`config.mk`:
```
export PLATFORM = sky130hd
export DESIGN_NAME = timer_client_arbiter
export DESIGN_NICKNAME = d
export VERILOG_FILES = /design/src/rtl/semaphore_pkg.sv /design/src/rtl/rr_arbiter.sv /design/src/rtl/timer_client_arbiter.sv
export SDC_FILE = /design/constraint.sdc
export NUM_CORES = 1
export LEC_CHECK = 0
export CAP_MARGIN = 15
export CORE_AREA = 2 2 57 81
export DETAILED_ROUTE_END_ITERATION = 8
export DIE_AREA = 0 0 59 83
export MAX_ROUTING_LAYER = met4
export SLEW_MARGIN = 20
export SYNTH_ARGS = -nofsm -noshare
export SYNTH_HDL_FRONTEND = slang
export SYNTH_SLANG_ARGS = --single-unit
export TNS_END_PERCENT = 100
```
`constraint.sdc`:
```
create_clock -name clk -period 4.3 [get_ports clk]
set_input_delay 0.86 -clock clk [delete_from_list [all_inputs] [get_ports clk]]
set_output_delay 0.86 -clock clk [all_outputs]
set_load 0.01 [all_outputs]
```
`src/rtl/semaphore_pkg.sv`:
```
// Shared types and width helpers for the semaphore / delay-timer client side.
package semaphore_pkg;

    typedef enum logic [1:0] {
        IDLE    = 2'd0,
        START   = 2'd1,
        WAIT    = 2'd2,
        RELEASE = 2'd3
    } arb_state_t;

    // Width of a client index; never narrower than one bit.
    function automatic int unsigned client_idx_width(input int unsigned num_clients);
        return (num_clients > 1) ? $clog2(num_clients) : 1;
    endfunction

    // Width of a watchdog able to hold the value TIMEOUT itself.
    function automatic int unsigned watchdog_width(input int unsigned timeout);
        return $clog2(timeout + 1);
    endfunction

endpackage

```
`src/rtl/rr_arbiter.sv`:
```
// Combinational round-robin pick: first set request at or above ptr, wrapping.
module rr_arbiter
    import semaphore_pkg::*;
#(
    parameter  int unsigned NUM_CLIENTS = 4,
    localparam int unsigned IW          = client_idx_width(NUM_CLIENTS)
) (
    input  logic [NUM_CLIENTS-1:0] req,
    input  logic [IW-1:0]          ptr,
    output logic                   valid,
    output logic [IW-1:0]          winner,
    output logic [NUM_CLIENTS-1:0] onehot
);

    logic [IW-1:0] cand;

    // ptr < NUM_CLIENTS, so a single conditional subtract implements the wrap.
    always_comb begin
        valid  = 1'b0;
        winner = '0;
        cand   = '0;
        for (int unsigned i = 0; i < NUM_CLIENTS; i++) begin
            cand = ((32'(ptr) + i) >= NUM_CLIENTS) ? IW'(32'(ptr) + i - NUM_CLIENTS)
                                                   : IW'(32'(ptr) + i);
            if (!valid && req[cand]) begin
                valid  = 1'b1;
                winner = cand;
            end
        end
        onehot = valid ? (NUM_CLIENTS'(1) << winner) : '0;
    end

endmodule

```
`src/rtl/timer_client_arbiter.sv`:
```
// Round-robin owner of the shared delay counter: start pulse, done wait, ack or watchdog abort.
module timer_client_arbiter
    import semaphore_pkg::*;
#(
    parameter int unsigned NUM_CLIENTS = 4,
    parameter int unsigned TIMEOUT     = 64
) (
    input  logic                   clk,
    input  logic                   reset_n,
    input  logic [NUM_CLIENTS-1:0] req,
    output logic [NUM_CLIENTS-1:0] grant,
    output logic [NUM_CLIENTS-1:0] ack,
    output logic                   tmr_start,
    input  logic                   tmr_done,
    output logic                   busy,
    output logic                   timeout_err,
    input  logic                   err_clear
);

    localparam int unsigned IW = client_idx_width(NUM_CLIENTS);
    localparam int unsigned WW = watchdog_width(TIMEOUT);

    arb_state_t             state_q, state_d;
    logic [IW-1:0]          ptr_q, ptr_d;
    logic [WW-1:0]          wd_q, wd_d;
    logic [NUM_CLIENTS-1:0] grant_q, grant_d;
    logic [NUM_CLIENTS-1:0] ack_q, ack_d;
    logic                   start_q, start_d;
    logic                   busy_q, busy_d;
    logic                   err_q, err_d;

    logic                   arb_valid;
    logic [IW-1:0]          arb_winner;
    logic [NUM_CLIENTS-1:0] arb_onehot;

    rr_arbiter #(.NUM_CLIENTS(NUM_CLIENTS)) u_rr (
        .req    (req),
        .ptr    (ptr_q),
        .valid  (arb_valid),
        .winner (arb_winner),
        .onehot (arb_onehot)
    );

    always_ff @(posedge clk or negedge reset_n) begin
        if (!reset_n) begin
            state_q <= IDLE;
            ptr_q   <= '0;
            wd_q    <= '0;
            grant_q <= '0;
            ack_q   <= '0;
            start_q <= 1'b0;
            busy_q  <= 1'b0;
            err_q   <= 1'b0;
        end else begin
            state_q <= state_d;
            ptr_q   <= ptr_d;
            wd_q    <= wd_d;
            grant_q <= grant_d;
            ack_q   <= ack_d;
            start_q <= start_d;
            busy_q  <= busy_d;
            err_q   <= err_d;
        end
    end

    // Next state and next registered outputs; a timeout set overrides err_clear.
    always_comb begin
        state_d = state_q;
        ptr_d   = ptr_q;
        wd_d    = wd_q;
        grant_d = grant_q;
        ack_d   = '0;
        start_d = 1'b0;
        err_d   = err_q & ~err_clear;

        case (state_q)
            IDLE: begin
                if (arb_valid) begin
                    grant_d = arb_onehot;
                    ptr_d   = (32'(arb_winner) == NUM_CLIENTS - 1) ? '0 : arb_winner + IW'(1);
                    start_d = 1'b1;
                    state_d = START;
                end
            end
            START: begin
                wd_d    = '0;
                state_d = WAIT;
            end
            WAIT: begin
                if (tmr_done) begin
                    ack_d   = grant_q;
                    state_d = RELEASE;
                end else if (wd_q == WW'(TIMEOUT)) begin
                    grant_d = '0;
                    err_d   = 1'b1;
                    state_d = IDLE;
                end else begin
                    wd_d = wd_q + WW'(1);
                end
            end
            RELEASE: begin
                grant_d = '0;
                state_d = IDLE;
            end
            default: begin
                grant_d = '0;
                state_d = IDLE;
            end
        endcase

        busy_d = (state_d != IDLE);
    end

    assign grant       = grant_q;
    assign ack         = ack_q;
    assign tmr_start   = start_q;
    assign busy        = busy_q;
    assign timeout_err = err_q;

endmodule

```
==> results.cfg <==
[worst_setup_path]
worstSetupStartpointType = primary input
worst-path-max-fanout = 6
critPathKind = primary input to register
critical_path_arrival_ns = 2.60
timing.critical_path.from = req[3]
cp-endpoint = grant[2]$_DFFE_PN0P_
crit_required_ns = 4.42
setup.worst_path.end_class = register
regToRegEndpoint = grant[2]$_DFFE_PN0P_
reg2regPathDepth = 7
timing.rr.start = ptr_q[1]$_DFFE_PN0P_
worst-r2r-setup-slack_ns = 2.47

[place]
post-place-cells = 174
hpwl_after_detailed_placement_um = 1890
port-buffer-count = 18
placement.cell_area_um2 = 1430
gp_congestion = 0.765

[timing]
period_share_pct = 57.7
maxClockFrequency_ghz = 0.403
final-max-slew-violation-count = 0
clock_skews_ns = 0.00280
rsz0062_at_grt = false
worst_slew_margin_rel_pct = 44.0
tightestPinTransition_ns = 0.840
finalWorstPathRequiredPeriod_ns = 2.48
timing.final.hold_violations = 0
setup_viol = 0
setup-tns-final_ns = 0

[synthesis]
synthesis.yosys.warnings = 0
syn-cell-area_um2 = 1220
synth_enable_flop_cells = 0
synth_cells = 115
syn-mean-instance-area_um2 = 10.6
ys_ff_latch = 22
synth_sequential_area_ratio_pct = 45.1
yosys_most_used_dff = sky130_fd_sc_hd__dfrtp_1
post_synth_num_cell_types = 38
synthesis.nets = 129
async_reset_ff_share_pct = 100

[grt]
overflow = 0
grt_pass1_vias = 949
grt_start_max_net_pins = 24
grt_pass1_wl_um = 4420
number_of_antenna_violations_at_the_first_check_in_global_routing = 0
gr-usage-all-layers_pct = 11.8

[drt]
detail_route.vias_per_cell = 5.29
drt_drc_violations_left = 0
finalWirelength_um = 2580
antenna_violation_net_count_after_detailed_routing = 0
dr.first_iter.drc_count = 43
avgRoutedWirePerCell_um = 14.5
detailedRoute.firstPassIterationCount = 4
dr_total_vias = 941

[floorplanning]
floorplan.die.width_um = 59
io-pin-count = 19
row_count = 28
dieArea_um2 = 4900
floorplan.initialDensity_pct = 29.5
coreArea_um2 = 4130
die_h_um = 83

[power]
cellPowerDensity_nw_per_um2 = 572
irDropWorstVdd_v = 0.000205
power.leakage_nw = 0.654

[final_layout]
final_layout_size_suffix_gt1_share_pct = 10.5
area_added_between_synthesis_and_finish_pct = 22.9
final-instance-count-excl-fill = 178
layout.cell_area.non_filler_um2 = 1500
antenna-diode-count = 0
finish.net_count = 148

[hold_path]
holdCritPathClass = register to register
hp-start = timeout_err$_DFF_PN0_

[cts]
clock_tree.buffer_depth = 2
tritoncts_num_sinks = 22
clock_transition_at_the_registers_of_the_reported_paths_ns = 0.08
worstSkewPairLatency_ns = 0.26
postCtsHoldBufs = 0
cts_resized = 0
cts_inserted_buffers = 3
cts-htree-levels = 1
clock-root-buffer = sky130_fd_sc_hd__clkbuf_8
cts_post_setup_buffers_inserted = 0
cts_tree = done

[job]
timing.max_cap.violations = 0

[run_status]
outcome = complete, no violations
-- cells in the final DEF, fill, tap and decap left out, types with 2 or more instances in the layout --
cell,Yosys,final
sky130_fd_sc_hd__inv_1,6,6
sky130_fd_sc_hd__ha_1,6,6
sky130_fd_sc_hd__o311ai_0,2,2
sky130_fd_sc_hd__o211ai_1,2,2
sky130_fd_sc_hd__nand4b_1,2,2
sky130_fd_sc_hd__nor3_1,2,2
sky130_fd_sc_hd__o21ai_0,7,7
sky130_fd_sc_hd__nand2_1,8,8
sky130_fd_sc_hd__a21oi_1,3,3
sky130_fd_sc_hd__clkdlybuf4s50_1,0,17
sky130_fd_sc_hd__and3_1,5,5
sky130_fd_sc_hd__nor2_1,10,10
sky130_fd_sc_hd__clkbuf_8,0,3
sky130_fd_sc_hd__mux2i_1,8,8
sky130_fd_sc_hd__o2bb2ai_1,4,4
sky130_fd_sc_hd__o22ai_1,2,2
sky130_fd_sc_hd__nand3_1,2,2
sky130_fd_sc_hd__nand2b_1,2,2
sky130_fd_sc_hd__dfrtp_1,22,22
-- power by group --
group | switching [W] | leakage [nW] | internal [W] | total [W]
clock | 0.0000655 | 0.0357 | 0.000124 | 0.000190
sequential | 0.0000969 | 0.290 | 0.000257 | 0.000354
combinational | 0.000146 | 0.329 | 0.000168 | 0.000314
-- registers in the layout (all words and copies together) (netlist names) --
| signal | flops |
|---|---|
| grant | 4 |
| timeout_err | 1 |
| busy | 1 |
| tmr_start | 1 |
| wd_q | 7 |
| ptr_q | 2 |
| ack | 4 |
| state_q | 2 |
-- cell families after synthesis --
group	count (synthesis)	share of synthesized area (%)
multiplexers	9	7.79
buffers and inverters	10	3.79
AO/OA/AOI/OAI	28	17.2
adder cells (fa/ha/maj)	6	6.15
flip-flops	22	45.1
AND/OR/NAND/NOR	40	19.9
-- cell usage after synthesis, drive strengths merged (2+ instances only) --
library cell	n	area, um^2
dfrtp	22	551
nor2	11	43.8
mux2i	8	80.1
nand2	8	30.0
o21ai	7	35.0
ha	6	75.1
inv	6	22.5
and3	5	31.3
o2bb2ai	4	35.0
a21oi	3	15.0
buf	3	20.0
nor3	3	26.3
nand2b	2	12.5
nand3	2	10.0
nand4	2	18.8
nand4b	2	17.5
o211ai	2	15.0
o22ai	2	12.5
o311ai	2	17.5
-- metrics by stage --
stage / hold slack [ns] / setup WS, ns / utilization [%] / power [W]
after floorplan: 0.518 / 2.32 / - / 0.000559
after global placement: 0.525 / 1.63 / 34.7 / 0.000662
after detailed placement: 0.535 / 1.54 / 34.7 / 0.000678
after CTS: 0.547 / 1.81 / 36.4 / 0.000874
after global routing: 0.559 / 1.68 / 36.3 / 0.000926
final: 0.542 / 1.82 / 36.3 / 0.000858
-- layer usage --
layer	share of wire [%]	track usage, %	vias to the layer above
met4	1.0	4.96	0
met5	0	-	-
li1	-	-	457
met3	1.9	1.87	2
met1	44	14.4	472
met2	53	18.9	10
-- critical path: stages --
cell                              delay (ns)
sky130_fd_sc_hd__clkdlybuf4s50_1        0.60
sky130_fd_sc_hd__nand2_1                0.08
sky130_fd_sc_hd__and3_1                 0.17
sky130_fd_sc_hd__a311oi_2               0.32
sky130_fd_sc_hd__inv_1                  0.12
sky130_fd_sc_hd__ha_1                   0.22
sky130_fd_sc_hd__mux2i_1                0.14
sky130_fd_sc_hd__o2bb2ai_1              0.09
-- layout make-up --
type | instances | area [um^2]
Clock buffer | 3 | 41.3
Clock inverter | 1 | 30.0
Fill cell | 424 | 2640
Inverter | 6 | 22.5
Multi-Input combinational cell | 83 | 623
Sequential cell | 22 | 551
Tap cell | 45 | 56.3
Timing Repair Buffer | 18 | 175
-- worst min-delay path by stage --
stage | to | slack (ns) | depth (start not counted)
2_1_floorplan | ptr_q[0]$_DFFE_PN0P_ | 0.52 | 2
5_1_grt | timeout_err$_DFF_PN0_ | 0.56 | 2
3_3_place_gp | timeout_err$_DFF_PN0_ | 0.53 | 2
4_1_cts | timeout_err$_DFF_PN0_ | 0.55 | 2
3_5_place_dp | timeout_err$_DFF_PN0_ | 0.53 | 2
6_report | timeout_err$_DFF_PN0_ | 0.54 | 2
No activity file was read; power rests on OpenSTA's default activity.
